[src/rtl/multiplier_seq.sv]
// rtl/multiplier_seq.sv - sequential shift-add multiplier with unsigned/signed mode
//
// Purpose:
//   Computes m1 * m2 one partial product per clock. The run takes WIDTH
//   iterations after the capture edge. In signed mode the datapath works on
//   operand magnitudes. The sign is reapplied once, at completion.
//
// Ports:
//   clk          clock, all state changes on the rising edge
//   rst          synchronous reset, active-high
//   start        request, sampled only while idle
//   signed_mode  1: two's complement operands, 0: unsigned (captured with start)
//   m1           multiplier (captured with start)
//   m2           multiplicand (captured with start)
//   busy         high while an operation is in progress
//   done         one-cycle pulse in the cycle product is updated
//   product      2*WIDTH-bit result, held until the next completion
module multiplier_seq #(
  parameter int WIDTH = 8
) (
  input  logic               clk,
  input  logic               rst,
  input  logic               start,
  input  logic               signed_mode,
  input  logic [WIDTH-1:0]   m1,
  input  logic [WIDTH-1:0]   m2,
  output logic               busy,
  output logic               done,
  output logic [2*WIDTH-1:0] product
);

  localparam int PW = 2 * WIDTH;
  localparam int CW = (WIDTH > 2) ? $clog2(WIDTH) : 1;

  typedef enum logic {
    IDLE,
    CALC
  } state_t;

  state_t          state;
  logic [WIDTH-1:0] mplier;
  logic [PW-1:0]    mcand;
  logic [PW-1:0]    acc;
  logic [CW-1:0]    cnt;
  logic             neg;

  logic [WIDTH-1:0] mag1;
  logic [WIDTH-1:0] mag2;
  logic [PW-1:0]    sum;
  logic [PW-1:0]    result;

  // The magnitude of -2^(WIDTH-1) is 2^(WIDTH-1). As an unsigned WIDTH-bit
  // value this still fits, so plain negation cannot overflow here.
  always_comb begin
    mag1   = (signed_mode && m1[WIDTH-1]) ? -m1 : m1;
    mag2   = (signed_mode && m2[WIDTH-1]) ? -m2 : m2;
    sum    = acc + (mplier[0] ? mcand : '0);
    // Negating zero gives zero, so a zero product never picks up a sign.
    result = neg ? -sum : sum;
  end

  always_ff @(posedge clk) begin
    if (rst) begin
      state   <= IDLE;
      busy    <= 1'b0;
      done    <= 1'b0;
      product <= '0;
      mplier  <= '0;
      mcand   <= '0;
      acc     <= '0;
      cnt     <= '0;
      neg     <= 1'b0;
    end else begin
      done <= 1'b0;
      case (state)
        IDLE: begin
          if (start) begin
            mplier <= mag1;
            mcand  <= {{WIDTH{1'b0}}, mag2};
            acc    <= '0;
            cnt    <= CW'(WIDTH - 1);
            neg    <= signed_mode & (m1[WIDTH-1] ^ m2[WIDTH-1]);
            busy   <= 1'b1;
            state  <= CALC;
          end
        end
        CALC: begin
          acc    <= sum;
          mplier <= mplier >> 1;
          mcand  <= mcand << 1;
          cnt    <= cnt - CW'(1);
          // cnt == 0 marks the last iteration, so sum already holds the full magnitude.
          if (cnt == '0) begin
            product <= result;
            done    <= 1'b1;
            busy    <= 1'b0;
            state   <= IDLE;
          end
        end
        default: state <= IDLE;
      endcase
    end
  end

endmodule

[config.mk]
export PLATFORM = sky130hd
export DESIGN_NAME = multiplier_seq
export DESIGN_NICKNAME = d
export VERILOG_FILES = /design/src/rtl/multiplier_seq.sv
export SDC_FILE = /design/constraint.sdc
export NUM_CORES = 1
export LEC_CHECK = 0
export ABC_AREA = 1
export BUFFER_PORTS_ARGS = -buffer_cell sky130_fd_sc_hd__buf_2
export CAP_MARGIN = 0
export CORE_MARGIN = 4
export CORE_UTILIZATION = 44
export CTS_BUF_LIST = sky130_fd_sc_hd__clkbuf_16
export CTS_CLUSTER_DIAMETER = 80
export DETAILED_ROUTE_END_ITERATION = 7
export PLACE_DENSITY_LB_ADDON = 0.15
export SLEW_MARGIN = 40
export SYNTH_ARGS = -nofsm -noshare
export SYNTH_HDL_FRONTEND = slang
export SYNTH_SLANG_ARGS = --single-unit
[constraint.sdc]
create_clock -name clk -period 3.64 [get_ports clk]
set_input_delay 1.092 -clock clk [delete_from_list [all_inputs] [get_ports clk]]
set_output_delay 1.092 -clock clk [all_outputs]
set_load 0.1 [all_outputs]
Word level (Yosys, flattened, before mapping)
Index checks and enable logic that the tools add are counted.
- output and inout port bits: 18
- logic and storage cells: 45
- input bits: 20
- register bits after elaboration: 63
- equal/unequal tests: 2
- reduce and logical (&&, ||, !) cells: 7
- add/subtract/negate cells: 5
- muxes and demuxes: 19
- bitwise gates (word level): 3
- operator list (kind ; number):
    2-to-1 mux 16 bit ; 4
    case mux 16 bit (2 select lines) ; 2
    2-to-1 mux 8 bit ; 3
    adder 16 bit ; 1
    negator 16 bit ; 1
    negator 8 bit ; 2
    case mux 8 bit (2 select lines) ; 1
    case mux 3 bit (2 select lines) ; 1
    AND reduction 2 bit ; 3
    2-to-1 mux 1 bit ; 5
    case mux 1 bit (2 select lines) ; 2
    logical NOT 3 bit ; 1
    2-to-1 mux 3 bit ; 1
    subtractor 3 x 1 -> 3 bit, second input constant ; 1
    logical AND 1 bit ; 2
    inequality test 2 x 1 -> 1 bit, second input constant ; 1
    inequality test 2 bit, second input constant ; 1
    OR reduction 2 bit ; 1
    bitwise AND 1 bit ; 1
    NOT 1 bit ; 1
    XOR 1 bit ; 1

Depth between registers and ports, before layout
- depth in word-level cells: 4
- mapped depth: 21
- depth with buffers taken out: 19

Worst setup path before layout
No wires, ideal clock.
- path kind: reg2reg
- from: register mplier[0]
- to: register product[10]
- clock period less this slack: 2.806 ns
- buffers on the path: 2
- cell stages (with the launch flop): 18
- required time: 3.519 ns
- setup time: 0.121 ns
- path slack: 0.834 ns
- arrival: 2.685 ns
- cell sequence: dfxtp_1 clkbuf_1 clkbuf_1 nand2_1 inv_1 ha_1 fa_1 inv_1 ha_1 a21boi_1 nand3_1 nor2_1 nand2_1 nor2_2 nand2_1 nand2_2 xor2_1 o21ai_1
- cells in the longest elaborated chain, start to end: 4
- RTL lines (item ; line ; text):
    start: declaration ; 41 ; logic [WIDTH-1:0] mplier;
    start signal: assignment ; 78 ; mplier <= mag1;
    start signal: assignment ; 89 ; mplier <= mplier >> 1;
    2-to-1 mux 16 bit * ; 57 ; sum = acc + (mplier[0] ? mcand : '0);
    adder 16 bit * ; 57 ;
    negator 16 bit ; 59 ; result = neg ? -sum : sum;
    2-to-1 mux 16 bit * ; 59 ;
    end signal: assignment ; 94 ; product <= result;
    end: declaration ; 29 ; output logic [2*WIDTH-1:0] product
Mark *: on every way between the ends. The rest lies on a longest branch, timed or not.
A chain may end at the register's enable or synchronous reset.

Worst setup path after layout
Ends and elaborated chain as after synthesis.

==> results.toml <==
[status]
status = "completed"

[detailed_routing]
dr.pass1.iters = 4
via_per_inst = 5.04
vias = 4042
ant_nets = 0
drt-total-wl_um = 9700
drc = 0
initialDrtViolationCount = 163
post_drt_wl_per_cell_um = 12.1

[critical_path]
cp-startpoint = "mplier[0]$_SDFFE_PP0P_"
path_delay_family = "adder cells"
end_kind = "flop"
cp_data_arrival_time_ns = 2.99
worst-path-max-fanout = 17
r2r-start = "mplier[0]$_SDFFE_PP0P_"
slowest_stage = "fa_1"
cp.required_ns = 3.85
slowest_delay_ns = 0.46
crit_chain = "buf_4 > nand2_1 > inv_1 > ha_1 > fa_1 > inv_1 > ha_1 > a21boi_1 > nand3_1 > nor2_1 > nand2_1 > nor2_2 > nand2_1 > nand2_2 > xor2_1 > o21ai_1"
cp-start-kind = "flop"
path_buf_inv = 3
cpMostUsedCell = "nand2_1"
setup.worst_path.class = "flop to flop"

[synthesis]
syn_area_um2 = 4100
syn_inst = 654
synth_commonest_cells = "nand2_1, inv_1, dfxtp_1"
ys_seq_elements = 63
yosysMostFrequentCell = "nand2_1"
synth_area_leaders = "dfxtp_1, nand2_1, inv_1"
yosys_warnings = 0
synth_cell_types = 38
yosysTopAreaCell = "dfxtp_1"
syn_area_per_cell_um2 = 6.27
ys_seq_area_frac = 0.308
synth_ff_type = "dfxtp_1"
async_reset_ff_frac = 0
synth_edf_count = 0
yosysTopAreaCellShare = 0.308
syn-num-nets = 695

[power_and_ir_drop]
pwr-share-seq = 0.405
ir_drop_uv = 205
switching_share = 0.249
p_leak_nw = 2.44
combPwrFrac = 0.107
total_power_mw = 1.81
powerDensity_nw_per_um2 = 385
clkPwrFrac = 0.488
switchingPower_uw = 451
p_int_mw = 1.36

[floorplanning]
die_w_um = 105
pin_count = 38
dieHeight_um = 105
dieArea_um2 = 10900
rows = 34
start_util = 0.461
coreArea_um2 = 8890

[sta]
skew_ns = 0.00739
setup_ws_ns = 0.858
setup_viol = 0
tightest_slew_ns = 0.670
hold_violations = 0
fmax_ghz = 0.359
maxSlewHeadroom = 0.552
drv_slew = 0
period_share = 0.764
whs_ns = 0.445
min_period_ns = 2.78
rsz0062_at_grt = "false"
finalSetupTns_ns = 0

[cts]
clockBufferDepth = 2
htreeDepth = 3
cts_setup_buffers = 0
cts_sinks = 63
clkTransAtPathRegs_ns = 0.05
cts-root-buf = "clkbuf_16"
cts-resized-gates = 0
numCtsBuffers = 9
cts_hold_buffers = 0
clkLatencyLatePin_ns = 0.33
cts_tree = "done"

[global_route]
grt_pass1_wl_um = 17200
grt_max_degree = 45
antenna_found_initial = 0
grt-ovfl-total = 0
track_usage = 0.186
grt_pass1_vias = 3877

[placed_design]
dp.final_hpwl_um = 7290
gp_congestion = 0.886
portBuffers = 37
dpl_worst_slack_ns = 0.935
place_inst = 786

[worst_hold_path]
hp-start = "product[14]$_SDFFE_PP0P_"
hp-class = "flop to flop"

[cells_and_area]
fillCellCount = 910
drive_gt1_frac = 0.124
nNetsFinal = 730
diodes = 0
area_delta_synth_final_pct = 14.7
finalNonFillerCells = 802

[run]
maxCapViolCount = 0
==> metrics by stage <==
step | instance area (um^2) | utilization
global placement | 4390 | 0.494
floorplan | 4100 | -
finish | 4700 | 0.529
global route | 4700 | 0.529
detailed placement | 4390 | 0.494
CTS | 4700 | 0.529
==> registers in the layout, summed over array words and instances (netlist names) <==
name     cells
acc         16
mcand       16
product     16
mplier       8
cnt          3
busy         1
done         1
neg          1
state        1
==> worst paths after layout <==
kind                                    to  slack (ns)  depth (start not counted)
setup reg to reg  product[10]$_SDFFE_PP0P_        0.86                         16
hold / removal    product[14]$_SDFFE_PP0P_        0.45                          2
hold reg to reg   product[14]$_SDFFE_PP0P_        0.45                          2
setup / recovery  product[10]$_SDFFE_PP0P_        0.86                         16
==> kinds of logic (layout without fill, tap and decap cells) <==
logic type / Yosys count / after routing / share of synthesized area
AO/OA/AOI/OAI: 87 / 87 / 0.119
buffers and inverters: 106 / 146 / 0.0974
XOR/XNOR: 11 / 11 / 0.0235
AND/OR/NAND/NOR: 366 / 366 / 0.386
flip-flops: 63 / 63 / 0.308
adder cells (fa/ha/maj): 21 / 21 / 0.0659
==> worst min-delay path, stage by stage (launching register included) <==
cell and delay [ns]:
dfxtp_1 0.30, nand2_1 0.06, nand2_1 0.04
==> cell type report <==
type,count,area (um^2),area share
clock inverter,7,80.1,0.0170
clock buffer,9,225,0.0479
timing repair buffer,43,230,0.0490
sequential,63,1260,0.268
tap,108,135,0.0288
inverter,87,327,0.0695
multi-input combinational,485,2440,0.519
==> power by group through the flow <==
stage | logic (mW) | registers (mW) | clock network (mW)
CTS | 0.194 | 0.733 | 0.898
finish | 0.194 | 0.733 | 0.885
floorplan | 0.128 | 0.755 | 0
global placement | 0.188 | 0.746 | 0
detailed placement | 0.193 | 0.747 | 0
global route | 0.217 | 0.736 | 0.921
==> layout by cell type, fill, tap and decap left out, types with 7 or more instances in the layout <==
| cell type | n |
|---|---|
| nand3_1 | 48 |
| inv_1 | 84 |
| buf_2 | 37 |
| nand2_2 | 11 |
| o21ai_0 | 18 |
| a31oi_1 | 13 |
| clkbuf_16 | 9 |
| nand2_1 | 244 |
| nand3b_1 | 7 |
| dfxtp_1 | 63 |
| xor2_1 | 9 |
| ha_1 | 20 |
| nor2_1 | 32 |
| a21oi_1 | 42 |
==> routing by layer <==
| layer | up-vias | routed length, um | global-route usage | share of wire |
|---|---|---|---|---|
| met5 | - | 0 | 0 | 0 |
| met2 | 86 | 4230 | 0.291 | 0.44 |
| met1 | 1782 | 4750 | 0.254 | 0.49 |
| met4 | 0 | 165 | 0.0769 | 0.017 |
| li1 | 2158 | - | - | - |
| met3 | 16 | 551 | 0.0310 | 0.057 |
Power figures use the tool's default switching activity.
